--- src/rtl/rx_byte_pacer_pkg.sv ---
// Shared sizing defaults, helper sizing function and pacer FSM state type for rx_byte_pacer.
// The short-gap SIM variants keep bench runs brief without touching the production defaults.
package rx_byte_pacer_pkg;

    localparam int RX_PACER_DEPTH             = 8;
    localparam int RX_PACER_MIN_GAP_TICKS     = 4;
    localparam int RX_PACER_DATA_WIDTH        = 8;

    localparam int RX_PACER_SIM_DEPTH         = 4;
    localparam int RX_PACER_SIM_MIN_GAP_TICKS = 3;

    typedef enum logic {
        IDLE = 1'b0,
        GAP  = 1'b1
    } pacer_state_t;

    // Occupancy must reach DEPTH itself, hence one bit more than the pointer width.
    function automatic int rx_pacer_count_bits(input int depth);
        return $clog2(depth) + 1;
    endfunction

endpackage

--- src/rtl/rx_byte_fifo.sv ---
// DEPTH x DATA_WIDTH storage with free-running wrapping pointers and a registered read port.
// Fill tracking lives in the owner; this block never refuses a write or a read.
module rx_byte_fifo #(
    parameter int DEPTH      = 8,
    parameter int DATA_WIDTH = 8
) (
    input  logic                  clk_in,
    input  logic                  reset,
    input  logic                  i_wr_en,
    input  logic [DATA_WIDTH-1:0] i_wr_data,
    input  logic                  i_rd_en,
    output logic [DATA_WIDTH-1:0] o_rd_data
);

    localparam int PTR_W = $clog2(DEPTH);

    logic [DATA_WIDTH-1:0] r_mem [DEPTH];
    logic [PTR_W-1:0]      r_wr_ptr;
    logic [PTR_W-1:0]      r_rd_ptr;
    logic [DATA_WIDTH-1:0] r_rd_data;

    always_ff @(posedge clk_in) begin
        if (i_wr_en) begin
            r_mem[r_wr_ptr] <= i_wr_data;
        end
    end

    // A write and read to the same slot on one edge returns the old head, as a full FIFO needs.
    always_ff @(posedge clk_in or posedge reset) begin
        if (reset) begin
            r_wr_ptr  <= '0;
            r_rd_ptr  <= '0;
            r_rd_data <= '0;
        end else begin
            if (i_wr_en) begin
                r_wr_ptr <= r_wr_ptr + PTR_W'(1);
            end
            if (i_rd_en) begin
                r_rd_data <= r_mem[r_rd_ptr];
                r_rd_ptr  <= r_rd_ptr + PTR_W'(1);
            end
        end
    end

    assign o_rd_data = r_rd_data;

endmodule

--- src/rtl/rx_byte_pacer.sv ---
// Elastic byte buffer that re-issues received bytes as spaced single-cycle pulses, held off by consumer_busy.
// Optional statistics outputs are enabled with `define RX_BYTE_PACER_STATS_EN.
module rx_byte_pacer
    import rx_byte_pacer_pkg::*;
#(
    parameter int DEPTH         = RX_PACER_DEPTH,
    parameter int MIN_GAP_TICKS = RX_PACER_MIN_GAP_TICKS,
    parameter int DATA_WIDTH    = RX_PACER_DATA_WIDTH
) (
    input  logic                                   clk_in,
    input  logic                                   reset,
    input  logic [DATA_WIDTH-1:0]                  in_data,
    input  logic                                   in_pulse,
    input  logic                                   consumer_busy,
    output logic [DATA_WIDTH-1:0]                  out_data,
    output logic                                   out_pulse,
    output logic [rx_pacer_count_bits(DEPTH)-1:0]  occupancy,
    output logic                                   overflow,
    input  logic                                   clear_overflow
`ifdef RX_BYTE_PACER_STATS_EN
    ,
    output logic [15:0]                            bytes_in_count,
    output logic [15:0]                            bytes_dropped_count,
    output logic [rx_pacer_count_bits(DEPTH)-1:0]  peak_occupancy
`endif
);

    localparam int CNT_W = rx_pacer_count_bits(DEPTH);
    localparam int GAP_W = $clog2(MIN_GAP_TICKS + 1);

    pacer_state_t     r_state;
    pacer_state_t     w_state_next;
    logic [GAP_W-1:0] r_gap;
    logic [GAP_W-1:0] w_gap_next;
    logic [CNT_W-1:0] r_occupancy;
    logic [CNT_W-1:0] w_occ_next;
    logic             r_out_pulse;
    logic             r_overflow;
    logic             w_full;
    logic             w_pop;
    logic             w_push;
    logic             w_drop;

    assign w_full = (r_occupancy == CNT_W'(DEPTH));
    assign w_pop  = (r_state == IDLE) && (r_occupancy != '0) && !consumer_busy;
    // A same-cycle pop frees the head slot, so a push into a full FIFO still fits.
    assign w_push = in_pulse && (!w_full || w_pop);
    assign w_drop = in_pulse && w_full && !w_pop;

    rx_byte_fifo #(
        .DEPTH      (DEPTH),
        .DATA_WIDTH (DATA_WIDTH)
    ) u_fifo (
        .clk_in    (clk_in),
        .reset     (reset),
        .i_wr_en   (w_push),
        .i_wr_data (in_data),
        .i_rd_en   (w_pop),
        .o_rd_data (out_data)
    );

    always_comb begin
        w_occ_next = r_occupancy;
        if (w_push && !w_pop) begin
            w_occ_next = r_occupancy + CNT_W'(1);
        end else if (w_pop && !w_push) begin
            w_occ_next = r_occupancy - CNT_W'(1);
        end
    end

    always_comb begin
        w_state_next = r_state;
        w_gap_next   = r_gap;
        case (r_state)
            IDLE: begin
                if (w_pop && (MIN_GAP_TICKS > 1)) begin
                    w_state_next = GAP;
                    w_gap_next   = GAP_W'(MIN_GAP_TICKS - 1);
                end
            end
            GAP: begin
                w_gap_next = r_gap - GAP_W'(1);
                if (r_gap == GAP_W'(1)) begin
                    w_state_next = IDLE;
                end
            end
            default: begin
                w_state_next = IDLE;
                w_gap_next   = '0;
            end
        endcase
    end

    always_ff @(posedge clk_in or posedge reset) begin
        if (reset) begin
            r_state     <= IDLE;
            r_gap       <= '0;
            r_occupancy <= '0;
            r_out_pulse <= 1'b0;
            r_overflow  <= 1'b0;
        end else begin
            r_state     <= w_state_next;
            r_gap       <= w_gap_next;
            r_occupancy <= w_occ_next;
            r_out_pulse <= w_pop;
            if (w_drop) begin
                r_overflow <= 1'b1;
            end else if (clear_overflow) begin
                r_overflow <= 1'b0;
            end
        end
    end

    assign occupancy = r_occupancy;
    assign out_pulse = r_out_pulse;
    assign overflow  = r_overflow;

`ifdef RX_BYTE_PACER_STATS_EN
    logic [15:0]      r_bytes_in;
    logic [15:0]      r_bytes_dropped;
    logic [CNT_W-1:0] r_peak;

    always_ff @(posedge clk_in or posedge reset) begin
        if (reset) begin
            r_bytes_in      <= '0;
            r_bytes_dropped <= '0;
            r_peak          <= '0;
        end else begin
            if (w_push && (r_bytes_in != 16'hFFFF)) begin
                r_bytes_in <= r_bytes_in + 16'd1;
            end
            if (w_drop && (r_bytes_dropped != 16'hFFFF)) begin
                r_bytes_dropped <= r_bytes_dropped + 16'd1;
            end
            if (w_occ_next > r_peak) begin
                r_peak <= w_occ_next;
            end
        end
    end

    assign bytes_in_count      = r_bytes_in;
    assign bytes_dropped_count = r_bytes_dropped;
    assign peak_occupancy      = r_peak;
`endif

endmodule

--- config.mk ---
export PLATFORM = sky130hd
export DESIGN_NAME = rx_byte_pacer
export DESIGN_NICKNAME = d
export VERILOG_FILES = /design/src/rtl/rx_byte_pacer_pkg.sv /design/src/rtl/rx_byte_fifo.sv /design/src/rtl/rx_byte_pacer.sv
export SDC_FILE = /design/constraint.sdc
export NUM_CORES = 1
export LEC_CHECK = 0
export BUFFER_PORTS_ARGS = -buffer_cell sky130_fd_sc_hd__buf_2
export CORE_ASPECT_RATIO = 0.7
export CORE_UTILIZATION = 40
export CTS_CLUSTER_DIAMETER = 100
export DETAILED_ROUTE_END_ITERATION = 10
export SYNTH_ARGS = -nofsm -noshare
export SYNTH_HDL_FRONTEND = slang
export SYNTH_HIERARCHICAL = 1
export SYNTH_SLANG_ARGS = --single-unit
--- constraint.sdc ---
create_clock -name clk_in -period 3.9 [get_ports clk_in]
set_clock_uncertainty 0.1 [all_clocks]
set_input_delay 0.195 -clock clk_in [delete_from_list [all_inputs] [get_ports clk_in]]
set_output_delay 0.195 -clock clk_in [all_outputs]
set_load 0.01 [all_outputs]
## Word-level counts from Yosys, hierarchy flattened

Memories as Yosys holds them, arrays and structs flattened. A register that Yosys moved wholly into a read port is not among the register bits.
Index checks and enable logic that the tools add are counted.

| storage, ports and cells | value |
|---|---|
| flip-flop bits (word level) | 16 |
| bits of input ports | 13 |
| memory bits (writable) | 64 |
| memories | 1 |

Memory list:

| memory | words | bits a word | read ports | clocked after Yosys merged registers in | write ports | line | RTL |
|---|---|---|---|---|---|---|---|
| u_fifo.r_mem | 8 | 8 | 1 | 1 | 1 | rx_byte_fifo.sv:17 | `logic [DATA_WIDTH-1:0] r_mem [DEPTH];` |

| cells by class | value |
|---|---|
| bitwise logic cells | 1 |
| reduce and logical (&&, ||, !) cells | 15 |
| $add $sub $neg | 5 |
| mux-type cells | 11 |
| equal/unequal tests | 3 |

Operators with widths:

| kind | count |
|---|---|
| 4-bit two-way mux | 2 |
| 1-bit logical AND | 7 |
| 3-bit by 1-bit adder with 3-bit output (second input constant) | 2 |
| 1-bit two-way mux | 6 |
| 3-bit case mux with 2 select lines | 1 |
| 4-bit by 1-bit adder with 4-bit output (second input constant) | 1 |
| 4-bit equality test (second input constant) | 1 |
| 1-bit zero test | 4 |
| 2-bit nonzero test | 2 |
| 4-bit nonzero test | 1 |
| 4-bit by 1-bit subtractor with 4-bit output (second input constant) | 1 |
| 3-bit by 1-bit equality test with 1-bit output (second input constant) | 1 |
| 3-bit two-way mux | 1 |
| 3-bit by 1-bit subtractor with 3-bit output (second input constant) | 1 |
| 2-bit != test (second input constant) | 1 |
| 1-bit case mux with 2 select lines | 1 |
| 1-bit logical OR | 1 |
| 1-bit inverter | 1 |

## Logic depth before layout (Yosys ltp)

| logic depth | value |
|---|---|
| word-level depth | 9 |
| depth in mapped cells | 9 |

## Hierarchy

Netlist, hierarchy kept.

Modules (own cells, without submodules):

| module | area an instance (µm²) | seq. area each (µm²) | cells each | times used |
|---|---|---|---|---|
| rx_byte_fifo | 3113.0 | 2272.2 | 187 | 1 |
| rx_byte_pacer | 599.3 | 250.2 | 59 | 1 |

## Least setup slack after synthesis

Ideal clock, no wire load.

| timing path | value |
|---|---|
| path kind | reg-to-reg |
| start | reg r_state |
| end | reg r_occupancy[3], in the netlist occupancy[3] |
| setup slack | 1.420 ns |
| data arrival time | 2.250 ns |
| setup time | 0.130 ns |
| stages on the path, launching flop included | 10 |
| clock period less this slack | 2.480 ns |
| cells stage by stage | dfrtp_1 o21ai_0 nor4_1 nor2b_1 ha_1 inv_1 ha_1 or4_1 nand3_1 o221ai_2 |

| between the ends | value |
|---|---|
| longest elaborated chain between the ends | 8 |
| elaborated cells between the ends (all ways) | 11 |
| classes of those cells | mux (1); bitwise (1); reduce/logical (9) |

Ends and longest elaborated chain:

| item | line | RTL |
|---|---|---|
| start: declaration | rx_byte_pacer.sv:31 | `pacer_state_t r_state;` |
| start signal: assignment | rx_byte_pacer.sv:102 | `r_state <= w_state_next;` |
| 1-bit inverter (*) | -- |  |
| 1-bit logical AND (*) (2 in a row) | rx_byte_pacer.sv:45 | `assign w_pop = (r_state == IDLE) && (r_occupancy != '0) && !consumer_busy;` |
| 1-bit logical OR (*) | rx_byte_pacer.sv:47 | `assign w_push = in_pulse && (!w_full \|\| w_pop);` |
| 1-bit logical AND (*) | rx_byte_pacer.sv:47 |  |
| via w_push | rx_byte_pacer.sv:41 | `logic w_push;` |
| 1-bit zero test | rx_byte_pacer.sv:66 | `end else if (w_pop && !w_push) begin` |
| 1-bit logical AND | rx_byte_pacer.sv:66 |  |
| 2-bit nonzero test (no line) | -- |  |
| end signal: assignment | rx_byte_pacer.sv:104 | `r_occupancy <= w_occ_next;` |
| end: declaration | rx_byte_pacer.sv:35 | `logic [CNT_W-1:0] r_occupancy;` |

Mark *: on every way through the listed nets, which the timed path passes. The rest lies on a longest branch.
A chain may end at the register's enable or synchronous reset.

## Worst setup path in the final report

Ends and elaborated chain as after synthesis.

==> impl_metrics.py <==
metrics = {
    "power_and_ir_drop": {
        "leakagePower_nw": 1.65,
        "pwr-share-clk_pct": 24.3,
        "p_per_area_nw_per_um2": 755,
        "swShare_pct": 33.7,
        "seqPwrFrac_pct": 46.7,
        "p_int_mw": 2.11,
        "p_sw_mw": 1.07,
        "total_power_mw": 3.18,
        "combPwrFrac_pct": 28.9,
        "ir_drop_mv": 0.310,
    },
    "global_route": {
        "grt_pass1_vias": 1960,
        "grt_pass1_wl_um": 10500,
        "grt_antenna_before_repair": 0,
        "grt_overflow": 0,
        "grt_max_degree": 43,
        "grtUsageTotal_pct": 15.5,
    },
    "synth": {
        "syn_inst": 246,
        "synth_top_area_share_pct": 51.8,
        "avgSynthCellArea_um2": 15.1,
        "syn_nets": 267,
        "synth_seq_area_share_pct": 67.9,
        "ys_types": 39,
        "synthTopCellsByArea": "edfxtp_1, dfrtp_1, mux2i_1, nor2b_1, ha_1",
        "yosys-top-cells-count": "edfxtp_1, mux2i_1, dfrtp_1, nor2b_1",
        "ys.flop_type": "edfxtp_1",
        "netlist_area_um2": 3710,
        "synth.most_common_cell": "edfxtp_1",
        "yosys_register_bits": 88,
        "yosysTopAreaCell": "edfxtp_1",
        "synth_edf_count": 64,
        "yosysWarnings": 6,
        "synthArstFlopShare_pct": 27.3,
    },
    "placed_design": {
        "gp_congestion": 0.752,
        "io_buffers": 26,
        "hpwl_um": 4340,
        "placed_cell_area_um2": 3920,
    },
    "routing": {
        "post_drt_wl_per_cell_um": 16.5,
        "drt-total-wl_um": 6670,
        "num_vias": 2026,
        "drc": 0,
        "drt_first_pass_iters": 4,
        "avgViaCountPerCell": 5.01,
        "drt_iter0_drc": 138,
        "postRouteAntennaNets": 0,
    },
    "cts": {
        "ctsLongestPathBuffers": 2,
        "cts_tree": "yes",
        "cts-buffers-inserted": 9,
        "insertion_delay_ns": 0.33,
        "clockRootBuffer": "clkbuf_16",
        "post_cts_buffers": 0,
        "clk_pin_slew_worst_paths_ns": 0.07,
        "cts.sinks": 88,
        "cts_max_level": 3,
        "post_cts_resized": 0,
        "cts-hold-fix-buffers": 2,
    },
    "timing": {
        "rsz0062_at_grt": "no",
        "slew_headroom_pct": 30.9,
        "fin_crit_sh_pct": 70.7,
        "setup_viol": 0,
        "fmaxAchievable_mhz": 363,
        "fin_setup_tns_ns": 0,
        "hold_viol": 0,
        "maxSlewViolCount": 0,
        "finalCriticalPeriod_ns": 2.76,
        "tightest_slew_ns": 1.04,
        "whs_ns": 0.0365,
    },
    "worst_setup_path": {
        "cp_max_fo": 8,
        "crit_type": "flop to flop",
        "r2r_cells": 9,
        "r2r_start": "r_state",
        "cp-start-kind": "flop",
        "arrival_ns": 2.87,
        "cp-end-kind": "flop",
        "r2r_end": "occupancy[3]",
        "cp.required_ns": 4.01,
        "r2r_setup_slack_ns": 1.14,
    },
    "cells_and_area": {
        "num-fill-cells": 779,
        "synthToLayoutAreaGrowth_pct": 13.5,
        "finalNetCount": 296,
        "final_util_pct": 46.6,
        "antennaDiodeCount": 0,
        "layout-drive-gt1-share_pct": 17.9,
        "finish.instance_area_um2": 4210,
    },
    "floorplan": {
        "pin_count": 27,
        "rows": 29,
        "die_h_um": 82.6,
        "start_util_pct": 41.1,
        "core_area_um2": 9030,
        "die_area_um2": 9680,
        "die_w_um": 117,
    },
    "run_status": {
        "status": "complete, no violations",
    },
    "flow_run": {
        "drv_cap": 0,
    },
    "hold_path": {
        "hold_path.class": "input port to flop",
        "min_from": "in_data[1]",
        "min_path_cells": 1,
        "hold_end": "u_fifo/r_mem[7][1]",
    },
}
power groups by stage:
stage	clock, mW	sequential (mW)	combinational, mW
2_1_floorplan	0	1.39	0.794
3_3_place_gp	0	1.50	0.909
3_5_place_dp	0	1.51	0.924
4_1_cts	0.790	1.49	0.930
5_1_grt	0.824	1.53	1.04
6_report	0.773	1.49	0.920
logic make-up after synthesis:
logic type / share of synthesized area, %
flip-flops: 67.9
buffers and inverters: 3.30
multiplexers: 7.65
AO/OA/AOI/OAI: 7.75
AND/OR/NAND/NOR: 9.03
XOR/XNOR: 1.42
adder cells (fa/ha/maj): 2.90
worst max-delay path: stages, from the launching register on:
cell and delay [ns]:
dfrtp_1 0.44, o21ai_0 0.20, nor4_1 0.08, nor2b_1 0.37, ha_1 0.34, inv_1 0.12, ha_1 0.35, or4_1 0.41
nand3_1 0.11, o221ai_2 0.10
per-stage QoR:
| stage | worst slack (ns) | std cells |
|---|---|---|
| after floorplan | 1.42 | 246 |
| after global placement | 1.27 | 386 |
| after detailed placement | 1.17 | 386 |
| after CTS | 1.14 | 404 |
| after global routing | 0.947 | 404 |
| final | 1.14 | 404 |
how the worst max path moves through the flow:
stage	startpoint	end	slack, ns	cells after the start
after global routing	r_state	occupancy[3]	0.95	9
final	r_state	occupancy[3]	1.14	9
after detailed placement	r_state	occupancy[3]	1.17	9
after global placement	r_state	occupancy[3]	1.27	9
after CTS	r_state	occupancy[3]	1.14	9
after floorplan	r_state	occupancy[3]	1.42	9
metal layers:
layer / vias up / track usage [%] / share of wire [%]
li1: 987 / - / -
met2: 35 / 23.5 / 46
met5: - / 0 / 0
met3: 9 / 4.45 / 5.3
met4: 0 / 5.70 / 1.2
met1: 995 / 21.1 / 47
cell usage in the layout, fill, tap and decap left out, types with 2 or more instances in the layout:
| cell type | count |
|---|---|
| a211o_1 | 9 |
| nor2_1 | 8 |
| dlygate4sd3_1 | 2 |
| buf_4 | 2 |
| nand2_1 | 8 |
| edfxtp_1 | 64 |
| nand3b_1 | 2 |
| a21oi_1 | 2 |
| nor2b_1 | 16 |
| mux2_2 | 2 |
| clkinvlp_4 | 2 |
| or3_1 | 3 |
| xor2_1 | 2 |
| ha_1 | 7 |
| nor3_1 | 2 |
| clkbuf_16 | 9 |
| inv_6 | 2 |
| a22oi_1 | 9 |
| o21ai_0 | 4 |
| and2b_1 | 2 |
| a41o_1 | 8 |
| inv_1 | 8 |
| xnor2_1 | 4 |
| mux2i_1 | 25 |
| nand3_1 | 9 |
| nor4_1 | 2 |
| dfrtp_1 | 23 |
| buf_2 | 26 |
| nand2b_1 | 4 |
| clkinv_2 | 2 |
area by class of cell:
type	count	area, um2	share of cell area (%)
flip-flops and latches	88	2520	59.9
multi-input cells	138	1070	25.3
clock buffers	9	225	5.35
repair buffers	30	165	3.92
well taps	124	155	3.68
clock inverters	7	46.3	1.10
inverters	8	30.0	0.713
sequential cells by signal (all words and copies together) (netlist names):
| name | count |
|---|---|
| u_fifo/r_rd_ptr | 3 |
| u_fifo/o_rd_data | 8 |
| out_pulse | 1 |
| occupancy | 4 |
| overflow | 1 |
| u_fifo/r_mem | 64 |
| u_fifo/r_wr_ptr | 3 |
| r_state | 1 |
| r_gap | 3 |
Power figures use the tool's default switching activity.
